**src/rtl/fb_pkg.sv**
```systemverilog
// Shared types and defaults for the frame-buffer arbiter.
package fb_pkg;

    localparam int FB_ADDR_W    = 15;
    localparam int FB_DATA_W    = 8;
    localparam int STARVE_CNT_W = 8;

    typedef enum logic [0:0] {
        ARB_RD_PRIO  = 1'b0,
        ARB_WR_FORCE = 1'b1
    } arb_state_t;

endpackage

```
**src/rtl/framebuf_arbiter_starve_counter.sv**
```systemverilog
// Saturating count of consecutive denied writer cycles.
// limit_hit_o flags the edge on which the count reaches LIMIT.
module starve_counter
    import fb_pkg::*;
#(
    parameter int LIMIT = 8
) (
    input  logic clk_in,
    input  logic rst,
    input  logic inc_i,
    input  logic clr_i,
    output logic limit_hit_o
);

    localparam logic [STARVE_CNT_W-1:0] LIMIT_C = STARVE_CNT_W'(LIMIT);

    logic [STARVE_CNT_W-1:0] cnt_q;
    logic [STARVE_CNT_W-1:0] cnt_d;

    // Flag on the increment itself so the forced slot lands on the very next cycle.
    assign limit_hit_o = inc_i && (cnt_q == (LIMIT_C - STARVE_CNT_W'(1)));

    always_comb begin
        cnt_d = cnt_q;
        if (clr_i) begin
            cnt_d = '0;
        end else if (inc_i && (cnt_q < LIMIT_C)) begin
            cnt_d = cnt_q + STARVE_CNT_W'(1);
        end
    end

    always_ff @(posedge clk_in or posedge rst) begin
        if (rst) begin
            cnt_q <= '0;
        end else begin
            cnt_q <= cnt_d;
        end
    end

endmodule

```
**src/rtl/framebuf_arbiter.sv**
```systemverilog
// Single-port frame-buffer RAM arbiter: reader has priority, writer gets a
// forced slot after STARVE_LIMIT consecutive denied cycles.
module framebuf_arbiter
    import fb_pkg::*;
#(
    parameter int ADDR_W       = FB_ADDR_W,
    parameter int DATA_W       = FB_DATA_W,
    parameter int STARVE_LIMIT = 8
) (
    input  logic              clk_in,
    input  logic              rst,
    input  logic              rd_req,
    input  logic [ADDR_W-1:0] rd_addr,
    output logic              rd_gnt,
    output logic [DATA_W-1:0] rd_data,
    output logic              rd_valid,
    input  logic              wr_req,
    input  logic [ADDR_W-1:0] wr_addr,
    input  logic [DATA_W-1:0] wr_data,
    output logic              wr_gnt,
    output logic [ADDR_W-1:0] ram_addr,
    output logic              ram_we,
    output logic              ram_en,
    output logic [DATA_W-1:0] ram_wdata,
    input  logic [DATA_W-1:0] ram_rdata
);

    arb_state_t state_q;
    arb_state_t state_d;

    logic              limit_hit;
    logic              enter_force;
    logic              rd_accept;
    logic              wr_accept;

    logic [ADDR_W-1:0] ram_addr_q;
    logic [ADDR_W-1:0] ram_addr_d;
    logic [DATA_W-1:0] ram_wdata_q;
    logic [DATA_W-1:0] ram_wdata_d;
    logic              ram_en_q;
    logic              ram_en_d;
    logic              ram_we_q;
    logic              ram_we_d;
    logic [1:0]        rd_vld_q;

    assign rd_accept   = rd_req && rd_gnt;
    assign wr_accept   = wr_req && wr_gnt;
    assign enter_force = (state_q == ARB_RD_PRIO) && limit_hit;

    starve_counter #(
        .LIMIT (STARVE_LIMIT)
    ) u_starve (
        .clk_in      (clk_in),
        .rst         (rst),
        .inc_i       (wr_req && !wr_gnt),
        .clr_i       (!wr_req || wr_accept || enter_force),
        .limit_hit_o (limit_hit)
    );

    always_ff @(posedge clk_in or posedge rst) begin
        if (rst) begin
            state_q <= ARB_RD_PRIO;
        end else begin
            state_q <= state_d;
        end
    end

    always_comb begin
        state_d = state_q;
        unique case (state_q)
            ARB_RD_PRIO:  if (limit_hit) state_d = ARB_WR_FORCE;
            ARB_WR_FORCE: state_d = ARB_RD_PRIO;
            default:      state_d = ARB_RD_PRIO;
        endcase
    end

    always_comb begin
        rd_gnt = 1'b0;
        wr_gnt = 1'b0;
        unique case (state_q)
            ARB_RD_PRIO: begin
                rd_gnt = rd_req;
                wr_gnt = wr_req && !rd_req;
            end
            ARB_WR_FORCE: wr_gnt = wr_req;
            default: ;
        endcase
    end

    // Address and write data hold when no transfer is accepted.
    always_comb begin
        ram_addr_d  = ram_addr_q;
        ram_wdata_d = ram_wdata_q;
        ram_en_d    = 1'b0;
        ram_we_d    = 1'b0;
        if (rd_accept) begin
            ram_en_d   = 1'b1;
            ram_addr_d = rd_addr;
        end else if (wr_accept) begin
            ram_en_d    = 1'b1;
            ram_we_d    = 1'b1;
            ram_addr_d  = wr_addr;
            ram_wdata_d = wr_data;
        end
    end

    always_ff @(posedge clk_in or posedge rst) begin
        if (rst) begin
            ram_addr_q  <= '0;
            ram_wdata_q <= '0;
            ram_en_q    <= 1'b0;
            ram_we_q    <= 1'b0;
            rd_vld_q    <= 2'b00;
        end else begin
            ram_addr_q  <= ram_addr_d;
            ram_wdata_q <= ram_wdata_d;
            ram_en_q    <= ram_en_d;
            ram_we_q    <= ram_we_d;
            rd_vld_q    <= {rd_vld_q[0], rd_accept};
        end
    end

    assign ram_addr  = ram_addr_q;
    assign ram_wdata = ram_wdata_q;
    assign ram_en    = ram_en_q;
    assign ram_we    = ram_we_q;
    assign rd_valid  = rd_vld_q[1];
    assign rd_data   = ram_rdata;

endmodule
```
**config.mk**
```make
export PLATFORM = sky130hd
export DESIGN_NAME = framebuf_arbiter
export DESIGN_NICKNAME = d
export VERILOG_FILES = /design/src/rtl/fb_pkg.sv /design/src/rtl/framebuf_arbiter_starve_counter.sv /design/src/rtl/framebuf_arbiter.sv
export SDC_FILE = /design/constraint.sdc
export NUM_CORES = 1
export LEC_CHECK = 0
export CORE_UTILIZATION = 34
export DETAILED_ROUTE_END_ITERATION = 10
export HOLD_SLACK_MARGIN = 0.03
export PLACE_DENSITY = 0.73
export SLEW_MARGIN = 0
export SYNTH_ARGS = -nofsm -noshare
export SYNTH_HDL_FRONTEND = slang
export SYNTH_SLANG_ARGS = --single-unit
```
**constraint.sdc**
```tcl
create_clock -name clk_in -period 1.74 [get_ports clk_in]
set_clock_uncertainty 0.05 [all_clocks]
set_input_delay 0.348 -clock clk_in [delete_from_list [all_inputs] [get_ports clk_in]]
set_output_delay 0.348 -clock clk_in [all_outputs]
set_load 0.005 [all_outputs]
```
==> results.yml <==
run_status:
  status: "finished clean"
die:
  core_um2: 4380
  die_h_um: 69.6
  dieWidth_um: 69.6
  initial_core_util_pct: 35.4
  die_area_um2: 4840
  boundaryPins: 86
  row_count: 24
detailed_routing:
  wl_um: 3490
  drc: 0
  dr_total_vias: 1242
  vias_per_cell: 4.80
  drt_iter0_drc: 48
  drt_pass1_iterations: 6
  wl_per_cell_um: 13.5
  drtAntennaViolNets: 0
layout:
  n_antenna_cell: 0
  filler_cell_count: 371
  mostFrequentLayoutCell: "clkdlybuf4s50_1"
  stdcell_count: 259
  drive_above_1_share_pct: 15.9
  syn_to_final_growth_pct: 57.7
  layout.nets: 257
  mostFrequentLayoutCells: "66 x clkdlybuf4s50_1, 36 x dfrtp_1, 17 x nand2_1, 17 x o21ai_0, 15 x mux2i_1"
  final_cell_area_um2: 2450
global_routing:
  gr-usage-met1_pct: 21.2
  use_met2_pct: 23.0
  antenna_found_initial: 0
  globalRouteTotalUtil_pct: 15.4
  grt_max_degree: 37
  grt_pass1_wl_um: 5840
  grt_overflow: 0
  first_global_vias: 1177
  use_met3_pct: 3.78
  top_usage_layer: "met2"
critical_path:
  critical_path_class: "reg -> reg"
  path_max_fanout: 5
  critPathMaxStageDelay_ps: 570
  cp-end-kind: "flop"
  cp_slowest_cell: "or4_4"
  start_kind: "flop"
  cp_data_arrival_time_ps: 1860
  critical_path.cell_chain: "or4_4 -> or4b_4 -> a21oi_2"
  required_ps: 1910
sta:
  tightest_slew_ps: 396
  maxSlewViolCount: 0
  hold_violations: 0
  fin_setup_tns_ps: 0
  relSlewSlack_pct: 73.3
  fin_crit_sh_pct: 96.9
  grt_setup_unrepaired: "false"
  max_freq_mhz: 593
  setup_slack_ps: 53.3
  setup_viol: 0
  post-route-min-period_ps: 1690
yosys:
  synthesis.nets: 183
  syn_inst: 132
  ys_types: 26
  yosysSeqAreaShare_pct: 58.1
  yosys.area.top_type: "dfrtp_1"
  synth_area_leaders: "dfrtp_1 58%, mux2i_1 9.7%, mux2_2 5.8%"
  syn_area_per_cell_um2: 11.8
  syn-cell-area_um2: 1550
  yosysWarnings: 0
  yosysTopAreaCellShare_pct: 58.1
  ys_ff_latch: 36
clocking:
  worstSkewPairLatency_ps: 290
  clock-root-buffer: "clkbuf_8"
  clkTransAtPathRegs_ps: 70
  clk_path_buf_depth: 2
  htreeDepth: 2
  cts_made_buffers: 5
  tritoncts: "built"
  cts.sinks: 36
  ctsHoldBuffers: 0
pwr:
  finalPower_w: 0.00204
  p_per_area_nw_per_um2: 835
  p_leak_nw: 1.10
  peakVddDrop_uv: 602
placed_design:
  placedInstanceArea_um2: 2320
  place_congestion: 0.723
  place.detailed.hpwl_um: 2530
  pre_cts_slack_ps: -321
  placed_cells: 250
  io_buffers: 69
flow_run:
  drv_cap: 0
hold_path:
  hold_class: "reg -> reg"
[metrics by stage]
step | util [%] | hold WS, ps
floorplan | - | 281
global placement | 52.9 | 305
detailed placement | 52.9 | 312
CTS | 55.5 | 332
global route | 55.8 | 345
finish | 55.8 | 338
[registers in the layout (all words and copies together) (netlist names)]
signal	cells
ram_en	1
ram_we	1
state_q	1
u_starve.cnt_q	8
ram_wdata	8
ram_addr	15
rd_vld_q	2
[logic make-up (layout without fill, tap and decap cells)]
| group | after synthesis | after routing | synth area share (%) |
|---|---|---|---|
| flip-flops | 36 | 36 | 58.1 |
| multiplexers | 23 | 23 | 15.5 |
| AO/OA/AOI/OAI | 21 | 21 | 6.94 |
| buffers and inverters | 15 | 90 | 5.73 |
| adder cells (fa/ha/maj) | 1 | 1 | 0.806 |
| AND/OR/NAND/NOR | 36 | 36 | 13.0 |
[synth_stat cells (all sizes together)]
master	count
a21oi	3
and2	4
and3b	1
and4b	1
buf	10
clkbuf	4
dfrtp	36
ha	1
inv	1
mux2	8
mux2i	15
nand2	17
nand2b	1
nand3b	1
nand4b	1
nor2	1
nor2b	3
nor4	2
o211ai	1
o21ai	17
or2	1
or4	2
or4b	1
[critical path: cells and delay by family (launching register included)]
family	cells	cell delay, ps
AND/OR/NAND/NOR	2	1070
flip-flops	1	390
AO/OA/AOI/OAI	1	120
[layout make-up]
cell class | count | area (um2) | share of cell area, %
multi-input combinational | 81 | 577 | 23.6
tap | 52 | 65.1 | 2.66
clock buffer | 6 | 72.6 | 2.97
clock inverter | 2 | 35.0 | 1.43
timing repair buffer | 81 | 793 | 32.4
sequential | 36 | 901 | 36.8
inverter | 1 | 3.75 | 0.153
[worst paths after layout]
| kind | startpoint | to | slack, ps | cells past startpoint |
|---|---|---|---|---|
| worst min-delay path | rd_vld_q[0] | rd_vld_q[1] | 340 | 0 |
| worst min register to register | rd_vld_q[0] | rd_vld_q[1] | 340 | 0 |
| min in group asynchronous | rst | u_starve.cnt_q[1] | 350 | 3 |
| worst max register to register | u_starve.cnt_q[4] | u_starve.cnt_q[0] | 50 | 3 |
| worst max-delay path | u_starve.cnt_q[4] | u_starve.cnt_q[0] | 50 | 3 |
| max in group asynchronous | rst | ram_addr[11] | 1100 | 3 |
[power by group]
part	internal [W]	switching [W]	leakage, nW
combinational	0.000266	0.000121	0.598
sequential	0.000904	0.0000344	0.446
clock	0.000425	0.000293	0.0552
total	0.00159	0.000449	1.10
[timing repair]
action | CTS | global route
endpoints found under the setup margin | 2 | 1
resized for setup | 5 | 2
buffers inserted | 0 | 1
pin swaps | 0 | 1
hold endpoints to repair | 0 | 0
[per-layer routing]
| layer | vias to the layer above | share of wire (%) |
|---|---|---|
| met5 | - | 0 |
| met4 | 0 | 1.8 |
| met3 | 10 | 4.6 |
| met1 | 599 | 45 |
| li1 | 594 | - |
| met2 | 39 | 49 |
(Power assumes the default switching activity.)
